`src/rtl/booth_mul_seq.sv`:
```
// Sequential signed WIDTH x WIDTH multiplier, radix-4 Booth.
// One partial product per cycle accumulated through a single adder_64b.
module adder_64b #(
    parameter int N = 64
) (
    input  logic [N-1:0] x,
    input  logic [N-1:0] y,
    input  logic         cin,
    output logic [N-1:0] sum,
    output logic         cout
);
    assign {cout, sum} = {1'b0, x} + {1'b0, y} + {{N{1'b0}}, cin};
endmodule

module booth_mul_seq #(
    parameter int WIDTH = 32
) (
    input  logic             clk,
    input  logic             clr,
    input  logic             start,
    input  logic [WIDTH-1:0] mcand,
    input  logic [WIDTH-1:0] mplier,
    output logic             busy,
    output logic             done,
    output logic [WIDTH-1:0] hi,
    output logic [WIDTH-1:0] lo
);
    localparam int ITERS = WIDTH / 2;
    localparam int DW    = 2 * WIDTH;
    localparam int CW    = (ITERS > 1) ? $clog2(ITERS) : 1;

    typedef enum logic [1:0] {IDLE, RUN, DONE} state_t;

    state_t          state;
    logic [DW-1:0]   m;
    logic [DW-1:0]   acc;
    logic [DW-1:0]   y;
    logic [DW-1:0]   sum;
    logic [WIDTH:0]  q;
    logic [CW-1:0]   cnt;
    logic            cin;
    logic            unused_cout;

    // Negative partial products are formed as ~pp + 1 via the adder carry-in.
    always_comb begin
        y   = '0;
        cin = 1'b0;
        unique case (q[2:0])
            3'b001, 3'b010: y = m;
            3'b011:         y = m << 1;
            3'b100: begin
                y   = ~(m << 1);
                cin = 1'b1;
            end
            3'b101, 3'b110: begin
                y   = ~m;
                cin = 1'b1;
            end
            default: ;
        endcase
    end

    adder_64b #(.N(DW)) u_add (
        .x    (acc),
        .y    (y),
        .cin  (cin),
        .sum  (sum),
        .cout (unused_cout)
    );

    always_ff @(posedge clk) begin
        if (clr) begin
            state <= IDLE;
            busy  <= 1'b0;
            done  <= 1'b0;
            hi    <= '0;
            lo    <= '0;
            acc   <= '0;
            m     <= '0;
            q     <= '0;
            cnt   <= '0;
        end else begin
            unique case (state)
                IDLE: begin
                    done <= 1'b0;
                    if (start) begin
                        m     <= {{WIDTH{mcand[WIDTH-1]}}, mcand};
                        q     <= {mplier, 1'b0};
                        acc   <= '0;
                        cnt   <= '0;
                        busy  <= 1'b1;
                        state <= RUN;
                    end
                end
                RUN: begin
                    acc <= sum;
                    q   <= {{2{q[WIDTH]}}, q[WIDTH:2]};
                    m   <= m << 2;
                    cnt <= cnt + 1'b1;
                    if (cnt == CW'(ITERS - 1)) begin
                        {hi, lo} <= sum;
                        busy     <= 1'b0;
                        done     <= 1'b1;
                        state    <= DONE;
                    end
                end
                DONE: begin
                    done  <= 1'b0;
                    state <= IDLE;
                end
                default: begin
                    busy  <= 1'b0;
                    done  <= 1'b0;
                    state <= IDLE;
                end
            endcase
        end
    end
endmodule
```
`config.mk`:
```
export PLATFORM = sky130hd
export DESIGN_NAME = booth_mul_seq
export DESIGN_NICKNAME = d
export VERILOG_FILES = /design/src/rtl/booth_mul_seq.sv
export SDC_FILE = /design/constraint.sdc
export NUM_CORES = 1
export LEC_CHECK = 0
export CAP_MARGIN = 20
export CORE_UTILIZATION = 53
export CTS_CLUSTER_SIZE = 16
export DETAILED_ROUTE_END_ITERATION = 10
export PLACE_DENSITY = 0.78
export SETUP_SLACK_MARGIN = 0.2
export SYNTH_ARGS = -nofsm -noshare
export SYNTH_HDL_FRONTEND = slang
export SYNTH_SLANG_ARGS = --single-unit
```
`constraint.sdc`:
```
create_clock -name clk -period 3.95 [get_ports clk]
set_input_delay 0.79 -clock clk [delete_from_list [all_inputs] [get_ports clk]]
set_output_delay 0.79 -clock clk [all_outputs]
set_load 0.05 [all_outputs]
```
==> results.txt <==
For this run, the leading register cell type out of synthesis is dfxtp_1. The clock insertion delay at the later pin of the skew report is 0.55 ns. The total congestion overflow after global routing came out at 0. The vias per cell is 6.16. The residual DRC count came out at 0. The number of antenna violations at the first check in global routing came out at 0. The routed design has 42.5 mm of wire. The reported leakage power is 6.77 nW.

The number of ports placed on the die boundary is 133. The power per standard cell area is 391 nW/µm². STA classifies the critical path endpoint as a register. The unique cell type count in the Yosys netlist is 73. The hold violation count in the final report came to 0. Sorting the synthesized cells by area gives the leading types as dfxtp_1, nor2_1, nand2_1, xnor2_1, ha_1. The clock skew after layout came out at 0.0121 ns. The buffering stage count on the worst path with inverters included came out at 4.

The total inserted antenna cells came out at 0. The count of buffers added on input and output ports is 132. The run finished with clean final reports. The area of the die came out at 26600 µm². Across all hold checks on the routed design, the worst slack comes to 0.453 ns. Yosys instantiated no cell more often than nor2_1.

The number of levels in the clock H-tree came out at 1. The number of nets in the layout came out at 2070. The actual slew at the worst max-slew pin came out at 0.939 ns.

The worst path meets setup with 0.147 ns of slack. The post-synthesis net count is 1900. The shortest period the worst path allows is 3.80 ns. Among all stages on the critical path, the largest delay is contributed by o41ai_4. The largest vdd supply drop came out at 0.000353 V.

The standard cell area after detailed placement is 15800 µm². The tool flagged a number of max-cap violations equal to 0. The initial utilization of the core area, before any placement, comes to 0.543. In this run, placement finished with an instance count of 2198. The maximum number of pins on one net before global-route repair is 84. The detailed router finished its first iteration with 1245 violations. STA classifies the critical path startpoint as a register.

The post-synthesis sequential area ratio came out at 0.339. The number of detailed-routing iterations run before antenna repair is 5. Hold repair after CTS inserted 0 buffers. In this run the critical register-to-register path is launched from q[1]$_SDFFE_PP0P_. The path class of the tightest hold or removal check is reg -> reg.

The most prevalent standard cell on the critical path is buf_4. The total power is 6.83 mW. Clock tree synthesis selected as its root buffer the cell clkbuf_16.

The wire length of the first global-routing pass is 66.8 mm. In this run the worst setup path begins at q[1]$_SDFFE_PP0P_. The overall via count from detail_route is 14100. The area inside the core boundary came out at 25300 µm². Setup repair after global routing could not meet its margin everywhere. The longest clock path from root to sink contains 3 buffers. Of all nets on the critical path, the largest fanout is 23.

The HPWL reported at the end of detailed placement is 28.5 mm. Setup violations remaining at the end of the flow were counted as 0. The clock net in this run drives a total of 233 sinks. The y dimension of the die came out at 163 µm. The layout overhead on the synthesized area is 27.0%. For the worst setup path, the data arrival time is 4.24 ns. In the synthesized netlist the async set-or-reset flop fraction comes to 0. The worst slack at placement came out at -0.0190 ns. The commonest cells after synthesis are nor2_1, nand2_1, dfxtp_1. The number of filler cells placed in the layout came out at 2077. Dividing the final minimum period by the clock period gives 0.963. The congestion estimate from routability-driven global placement came to 0.965.

Each instance of the synthesized netlist takes up on average 7.78 µm². Adding up every negative setup slack in the final design gives 0 ns. The number of global-route vias before repair came to 13000. TritonCTS built the clock tree. The overall routing resource usage came out at 0.307. The standard-cell row count came out at 58. The share of the synthesized area in the top cell type came out at 0.339. For the worst setup path, the data required time is 4.39 ns.

The number of nets with antenna violations after detailed routing came out at 0. The final standard cell count with taps included and fillers excluded is 2282. Yosys printed 0 warnings.

The clock transition at the registers of the reported paths is 0.06 ns. The fraction of final layout cells with drive strength greater than 1 came out at 0.141. The cell count after synthesis came out at 1768. The post-synthesis instance area is 13700 µm². The worst slew margin relative to its limit is 0.373. Buffers inserted during clock tree synthesis total 26. The number of synthesized flops with an enable pin came out at 0. The stage delay of the slowest cell on the critical path came out at 0.43 ns. The synthesis-stage register bit count is 233. In the final routed layout, each cell accounts on average for 18.6 µm. The critical path goes through xnor2_4, buf_12, o221ai_1, ha_1, nand2_2, nor4_4, buf_4, o2111ai_4, o221ai_4, nand2_2, o41ai_4, buf_4, a31oi_2, xnor2_1, buf_4, a22o_1. Summed over all instances, the cell type with the most area after synthesis is dfxtp_1. The final cell utilization of the core came out at 0.689. The final design area excluding fillers is 17500 µm².

Broken down by cell family, the worst path's largest delay share belongs to compound AO/OA/AOI/OAI gates. The count of pins over their slew limit came out at 0. The die boundary width came out at 163 µm. The worst hold path begins at hi[1]$_SDFFE_PP0P_.

The highest achievable clock rate came out at 0.263 GHz. The worst setup path is of the reg -> reg kind.
[cells in the final DEF (no fill, tap or decap), types with 6 or more instances in the layout]
cell             count
a22o_1              25
o21ai_0             42
a221oi_1            33
nand2_1            238
xor2_1              24
o221ai_2             6
o211ai_1             8
nor3_1              17
a32o_1               7
buf_12               7
dfxtp_1            230
o21ai_2              6
nand2_2              6
a21o_1              30
and3_1               7
o21bai_1            19
ha_1                57
clkbuf_16           29
a21oi_1            133
nor2_4               6
o221ai_1            57
a22oi_1             18
inv_1               27
nand4_1             22
clkdlybuf4s50_1    131
o21ai_1             12
xnor2_1             92
a31oi_1              9
o21a_1              11
nand3_1             29
nor2_1             280
a211oi_1             8
buf_4              124
nor4_1              59
a21oi_2             13
[path summary, 6_finish.rpt]
kind,endpoint,slack [ns],cells past startpoint
worst max-delay path,acc[50]$_SDFFE_PP0P_,0.15,16
worst min-delay path,hi[1]$_SDFFE_PP0P_,0.45,2
worst max register to register,acc[50]$_SDFFE_PP0P_,0.15,16
worst min register to register,hi[1]$_SDFFE_PP0P_,0.45,2
[tightest hold or removal path, cell delays in order, from the launching register on]
cell	delay, ns
dfxtp_1	0.31
nand2_1	0.05
a21oi_1	0.05
[logic make-up (layout without fill, tap and decap cells)]
kind of cell,after synthesis,after routing,share of synthesized area
and+or+nand+nor,704,704,0.222
adders and majority gates,65,65,0.0603
AOI/OAI and AO/OA,488,488,0.253
buffers and inverters,157,341,0.0474
DFF,233,233,0.339
muxes,2,2,0.00146
xor gates and xnor gates,119,119,0.0758
[registers in the layout, summed over array words and instances, names as in the netlist]
| name | count |
|---|---|
| q | 33 |
| cnt | 4 |
| done | 1 |
| m | 64 |
| state | 2 |
| busy | 1 |
| lo | 32 |
| hi | 32 |
| acc | 64 |
[cell type report]
type,count,area (µm²),share of cell area
clock inverters,8,96.3,0.00552
inverters,28,105,0.00602
multi-input cells,1378,8890,0.509
well taps,330,413,0.0237
clock buffers,34,711,0.0407
repair buffers,271,2570,0.147
flip-flops and latches,233,4680,0.268
[power by group]
group          internal (mW)  total [mW]  switching, mW
Combinational          0.805        1.87           1.06
Sequential              2.49        2.63          0.144
Clock                   1.33        2.33           1.01
[what timing repair did]
action                                  CTS  global route
endpoints found under the setup margin   29            51
setup buffers                            11            27
pin swaps                                10            39
endpoints found under the hold margin     0             0
gates cloned                              1             3
resized for setup                        20            77
[routing by layer]
metal | vias up | wire length [µm] | share of wire | track usage
met5 | - | 0 | 0 | 0
met4 | 0 | 1160 | 0.027 | 0.0867
met3 | 83 | 3040 | 0.071 | 0.0401
met2 | 575 | 19600 | 0.46 | 0.498
met1 | 6678 | 18700 | 0.44 | 0.426
li1 | 6717 | - | - | -
Note: power is estimated with default switching activity, not from simulation.
